--- src/rtl/uart_transmit_if.sv ---
// Byte-side handshake and serial line of the UART transmitter.
// The master drives the byte request; the slave is the transmitter itself.
interface uart_transmit_if;
  logic       parity_mode;
  logic [7:0] data_in;
  logic       tx_start;
  logic       ready;
  logic       serial_out;
  logic       tx_done;

  modport master (
    output parity_mode, data_in, tx_start,
    input  ready, serial_out, tx_done
  );

  modport slave (
    input  parity_mode, data_in, tx_start,
    output ready, serial_out, tx_done
  );
endinterface

--- src/rtl/uart_transmit.sv ---
// UART transmitter: start bit, 8 data bits LSB first, odd/even parity, STOP_BITS stop bits.
// Define UART_TX_HOLD_EN to add a one-entry holding register for zero-gap back-to-back frames.
module uart_transmit #(
  parameter int CLKS_PER_BIT = 500,
  parameter int STOP_BITS    = 2
) (
  input  logic           ref_clk,
  input  logic           reset,
  uart_transmit_if.slave bus
);

  localparam int                BAUD_W    = $clog2(CLKS_PER_BIT);
  localparam logic [BAUD_W-1:0] BAUD_LAST = BAUD_W'(CLKS_PER_BIT - 1);
  localparam logic              STOP_LAST = 1'(STOP_BITS - 1);

  typedef enum logic [2:0] {IDLE, START, DATA, PARITY, STOP} state_t;

  state_t            state;
  logic [BAUD_W-1:0] baud_cnt;
  logic [2:0]        bit_idx;
  logic              stop_idx;
  logic [7:0]        shift_reg;
  logic              parity_bit;
  logic              serial_q;
  logic              ready_q;
  logic              done_q;

  logic              bit_end;
  logic              frame_end;
  logic              accept;
  logic              load_frame;
  logic [7:0]        load_data;
  logic              load_mode;

`ifdef UART_TX_HOLD_EN
  logic              hold_valid;
  logic [7:0]        hold_data;
  logic              hold_mode;
`endif

  // Odd mode (even=0) makes the total count of ones across data+parity odd.
  function automatic logic parity_of(input logic [7:0] d, input logic even);
    return (^d) ^ ~even;
  endfunction

  assign bit_end   = (baud_cnt == BAUD_LAST);
  assign frame_end = (state == STOP) && bit_end && (stop_idx == STOP_LAST);
  assign accept    = bus.tx_start && ready_q;

  // Decide whether a new frame starts at this edge and where its byte comes from.
  // NOTE: every signal gets a default before any branch so no latch is inferred.
  always_comb begin
    load_frame = 1'b0;
    load_data  = bus.data_in;
    load_mode  = bus.parity_mode;
    if (state == IDLE) begin
      load_frame = accept;
    end
`ifdef UART_TX_HOLD_EN
    else if (frame_end) begin
      if (hold_valid) begin
        load_frame = 1'b1;
        load_data  = hold_data;
        load_mode  = hold_mode;
      end else begin
        load_frame = accept;
      end
    end
`endif
  end

  // NOTE: all state uses non-blocking assignments; later assignments in the block take priority.
  always_ff @(posedge ref_clk) begin
    if (reset) begin
      state      <= IDLE;
      baud_cnt   <= '0;
      bit_idx    <= '0;
      stop_idx   <= 1'b0;
      shift_reg  <= '0;
      parity_bit <= 1'b0;
      serial_q   <= 1'b1;
      ready_q    <= 1'b1;
      done_q     <= 1'b0;
`ifdef UART_TX_HOLD_EN
      hold_valid <= 1'b0;
      hold_data  <= '0;
      hold_mode  <= 1'b0;
`endif
    end else begin
      done_q <= 1'b0;
      if (state != IDLE) begin
        baud_cnt <= bit_end ? '0 : baud_cnt + 1'b1;
      end

      case (state)
        START: if (bit_end) begin
          state    <= DATA;
          bit_idx  <= '0;
          serial_q <= shift_reg[0];
        end
        DATA: if (bit_end) begin
          if (bit_idx == 3'd7) begin
            state    <= PARITY;
            serial_q <= parity_bit;
          end else begin
            bit_idx   <= bit_idx + 3'd1;
            shift_reg <= {1'b0, shift_reg[7:1]};
            serial_q  <= shift_reg[1];
          end
        end
        PARITY: if (bit_end) begin
          state    <= STOP;
          stop_idx <= 1'b0;
          serial_q <= 1'b1;
        end
        STOP: if (bit_end) begin
          if (stop_idx == STOP_LAST) begin
            state    <= IDLE;
            done_q   <= 1'b1;
            ready_q  <= 1'b1;
            serial_q <= 1'b1;
          end else begin
            stop_idx <= stop_idx + 1'b1;
          end
        end
        default: ;
      endcase

      if (load_frame) begin
        state      <= START;
        baud_cnt   <= '0;
        bit_idx    <= '0;
        shift_reg  <= load_data;
        parity_bit <= parity_of(load_data, load_mode);
        serial_q   <= 1'b0;
`ifndef UART_TX_HOLD_EN
        ready_q    <= 1'b0;
`endif
      end

`ifdef UART_TX_HOLD_EN
      // A request while busy parks in the holding register; it drains at frame end.
      if (load_frame && frame_end && hold_valid) begin
        hold_valid <= 1'b0;
        ready_q    <= 1'b1;
      end else if (accept && !load_frame) begin
        hold_valid <= 1'b1;
        hold_data  <= bus.data_in;
        hold_mode  <= bus.parity_mode;
        ready_q    <= 1'b0;
      end
`endif
    end
  end

  assign bus.serial_out = serial_q;
  assign bus.ready      = ready_q;
  assign bus.tx_done    = done_q;

endmodule

--- src/flat_wrapper.sv ---
// flat-port wrapper written by rule: the top's interface ports become plain ports
module uart_transmit_flat 
#(
  parameter int CLKS_PER_BIT = 500,
  parameter int STOP_BITS    = 2
)
  (ref_clk, reset, bus_parity_mode, bus_data_in, bus_tx_start, bus_ready, bus_serial_out, bus_tx_done);
  uart_transmit_if bus_i ();
  input  logic ref_clk;
  input  logic reset;
  input wire logic [$bits(bus_i.parity_mode)-1:0] bus_parity_mode;
  input wire logic [$bits(bus_i.data_in)-1:0] bus_data_in;
  input wire logic [$bits(bus_i.tx_start)-1:0] bus_tx_start;
  output wire logic [$bits(bus_i.ready)-1:0] bus_ready;
  output wire logic [$bits(bus_i.serial_out)-1:0] bus_serial_out;
  output wire logic [$bits(bus_i.tx_done)-1:0] bus_tx_done;
  assign bus_i.parity_mode = bus_parity_mode;
  assign bus_i.data_in = bus_data_in;
  assign bus_i.tx_start = bus_tx_start;
  assign bus_ready = bus_i.ready;
  assign bus_serial_out = bus_i.serial_out;
  assign bus_tx_done = bus_i.tx_done;
  uart_transmit #(.CLKS_PER_BIT(CLKS_PER_BIT), .STOP_BITS(STOP_BITS)) u_core (.ref_clk(ref_clk), .reset(reset), .bus(bus_i));
endmodule
--- config.mk ---
export PLATFORM = sky130hd
export DESIGN_NAME = uart_transmit_flat
export DESIGN_NICKNAME = d
export VERILOG_FILES = /design/src/rtl/uart_transmit_if.sv /design/src/rtl/uart_transmit.sv /design/src/flat_wrapper.sv
export SDC_FILE = /design/constraint.sdc
export NUM_CORES = 1
export LEC_CHECK = 0
export BUFFER_PORTS_ARGS = -buffer_cell sky130_fd_sc_hd__buf_2
export CELL_PAD_IN_SITES_DETAIL_PLACEMENT = 2
export CELL_PAD_IN_SITES_GLOBAL_PLACEMENT = 2
export CORE_ASPECT_RATIO = 0.7
export CORE_MARGIN = 5
export CORE_UTILIZATION = 35
export DETAILED_ROUTE_END_ITERATION = 10
export PLACE_DENSITY_LB_ADDON = 0.08
export SLEW_MARGIN = 25
export SYNTH_ARGS = -nofsm -noshare
export SYNTH_HDL_FRONTEND = slang
export SYNTH_SLANG_ARGS = --single-unit
--- constraint.sdc ---
create_clock -name ref_clk -period 2.21 [get_ports ref_clk]
set_input_delay 0.442 -clock ref_clk [delete_from_list [all_inputs] [get_ports ref_clk]]
set_output_delay 0.442 -clock ref_clk [all_outputs]
set_load 0.02 [all_outputs]
==> reports/results.txt <==
Worst min path class - primary input to flip-flop
Vias per cell - 5.496
Final core utilization - 42.23%
Fraction of registers with async set/reset - 0%
Die Y-Extent - 64.20 um
HPWL Detailed - 3.434 mm
H-tree Lvls - 1
Worst vdd ir - 0.3813 mV
Mapped Area - 0.001469 mm^2
Final hold violation count - 0
Max-capacitance violation count - 0
Fraction of synthesized area in multiplexers - 6.133%
Highest cell delay on the worst timing path - 0.35 ns
Clock buffer count from CTS - 3
Layout cells sized above 1 - 17.78%
Prevailing post-synth register cell - dfxtp_1
Core footprint - 0.003994 mm^2
Setup violations, final - 0
Synth cell types - 42
Clock buffer depth - 2
Compound-gate portion of the synthesized area - 16.10%
Leak Pwr - 0.7091 nW
WL/cell - 19.09 um
Max FO, Critical Path - 8
CTS tree - built
Final Critical Period - 1.946 ns
Pwr Density - 630.4 mW/mm^2
Critical R2R Launch - u_core.bit_idx[0]$_SDFFE_PP0P_
Final #Nets - 196
Footprint of the multi-input gates - 838.3 um^2
Vias - 1275
Layout area overhead - 14.82%
Worst-Skew Late Latency - 0.28 ns
Largest family of logic cells by synthesized area - simple AND/OR/NAND/NOR gates
Crit-path most repeated cell - ha_1
Setup TNS Final - 0 ns
Starting Density - 36.78%
Status - finished clean
# fillers - 461
Root Buffer - clkbuf_8
Tcrit/Tclk final - 88.04%
Largest net degree at the start of global routing - 18
Max Freq - 513.9 MHz
Final wirelength - 4.429 mm
Syn. warnings - 0
Avg Inst Size Synth - 9.067 um^2
Yosys top cell area share - 38.16%
CTS clock-pin slew for the worst setup and hold paths - 0.10 ns
Mapped Cells - 162
Critical Path End Type - flip-flop
WP data required - 2.39 ns
I/O pin cnt - 15
First-pass GRT wire length - 7.714 mm
Worst Tran Pin Value - 0.3910 ns
Pre-Repair DR Iteration Count - 4
Die area - 0.005613 mm^2
GRT overflow - 0
Max reg flops - 9
Register bit total from synthesis - 28
Gr usage total - 17.49%
Slew margin rel. - 73.93%
Initial antenna violation count - 0
Post-synthesis xor/xnor area fraction - 10.48%
Sequential cell area - 560.5 um^2
Die width - 87.43 um
DR iter-0 viols - 55
Hold Path Origin - bus_data_in[4]
WS Path Type - flip-flop to flip-flop
# diodes - 0
Post-CTS setup buffer count - 0
CP max stage cell - dfxtp_1
Top cell type by total area after synthesis - dfxtp_1
CP arrival - 2.13 ns
Placed insts - 228
Unrepaired setup endpoints after global routing - no
Final non-filler cell total - 232
Critical path cell sequence - ha_1 > ha_1 > nor4b_2 > nand3_1 > buf_4 > mux2i_1 > a211oi_1
Post-synth EDFFs - 0
Clock sinks - 28
Fraction of the mapped netlist area in simple logic gates - 21.38%
Post-DRT Antenna Nets - 0
Std cell rows - 19
Hold buffer count at CTS - 0
Syn Nets - 177
IO Port Bufs - 14
Startpoint type of the worst setup path - flip-flop
CP startpoint - u_core.bit_idx[0]$_SDFFE_PP0P_
Fin. max-slew vios - 0
Seq/Total Area, Yosys - 38.16%
Synth Area in Adders - 2.555%
Remaining DRCs - 0
GP Congestion - 0.7631
Vias in the first global route - 1405
Largest cells by area after synthesis - dfxtp_1 38%, mux2i_1 6.1%, nor2_1 5.9%
Clock Skew - 0.005358 ns
-- cell families after synthesis --
logic type,Yosys count
xor gates and xnor gates,16
adders and majority gates,3
AOI/OAI and AO/OA,32
buffers and inverters,14
DFF,28
and+or+nand+nor,60
muxes,9
-- critical path, delay by kind of cell (launching register included) --
family	cells	cell delay, ns
adder cells (fa/ha/maj)	2	0.46
AND/OR/NAND/NOR	2	0.42
flip-flops	1	0.35
AO/OA/AOI/OAI	1	0.28
buffers and inverters	1	0.20
multiplexers	1	0.14
-- repair_timing --
item | CTS | global route
endpoints found under the setup margin | 0 | 2
endpoints found under the hold margin | 0 | 0
gates resized for setup | 0 | 1
-- layer usage --
layer  track usage, %  wire length (um)
met5                0                 0
met4            2.299                17
met3            3.466                77
met2            26.41              1979
met1            26.15              2356
-- Yosys cell counts (2+ instances only) --
master / number
a211oi_1: 9
a21o_1: 3
a21oi_1: 6
buf_6: 3
clkbuf_1: 7
dfxtp_1: 28
ha_1: 3
inv_1: 2
mux2i_1: 9
nand2_1: 6
nand3_1: 6
nand4_1: 5
nand4b_1: 2
nor2_1: 23
nor2b_1: 4
nor3_1: 3
nor4b_1: 2
o21ai_0: 2
o31ai_1: 2
or3_1: 2
xnor2_1: 6
xor2_1: 9
-- path summary, 6_finish.rpt --
path                                                         end  slack (ns)  cells after the start
worst max-delay path            u_core.shift_reg[5]$_SDFFE_PP0P_        0.26                      7
worst min-delay path            u_core.shift_reg[4]$_SDFFE_PP0P_        0.47                      3
worst max register to register  u_core.shift_reg[5]$_SDFFE_PP0P_        0.26                      7
worst min register to register  u_core.shift_reg[7]$_SDFFE_PP0P_        0.48                      2
-- cell type report --
| type | instances | area share, % |
|---|---|---|
| Sequential cell | 28 | 33.23 |
| Timing Repair Buffer | 26 | 9.496 |
| Tap cell | 52 | 3.858 |
| Multi-Input combinational cell | 120 | 49.70 |
| Clock buffer | 4 | 3.264 |
| Inverter | 2 | 0.4451 |
-- power breakdown --
part           internal (W)  switching, W  total (W)
Sequential         0.000532     0.0000253   0.000557
Clock              0.000160      0.000175   0.000334
Combinational     0.0000784     0.0000935   0.000172
Total              0.000770      0.000293    0.00106
-- metrics by stage --
step	power, W	setup WS [ns]	hold slack [ns]	instance area (um^2)
finish	0.001063	0.2642	0.4677	1687
global route	0.001116	0.04004	0.4577	1687
CTS	0.001074	0.1165	0.4599	1680
detailed placement	0.0007402	0.1967	0.4691	1625
global placement	0.0007286	0.3766	0.4658	1625
floorplan	0.0006824	0.2284	0.4472	1469
-- placed cells by master, fill, tap and decap left out, types with 6 or more instances in the layout --
| cell | n |
|---|---|
| a21oi_1 | 6 |
| nand3_1 | 6 |
| buf_4 | 12 |
| xor2_1 | 9 |
| buf_2 | 14 |
| mux2i_1 | 9 |
| nor2_1 | 23 |
| a211oi_1 | 9 |
| xnor2_1 | 6 |
| nand2_1 | 6 |
| dfxtp_1 | 28 |
(Power assumes the default switching activity.)
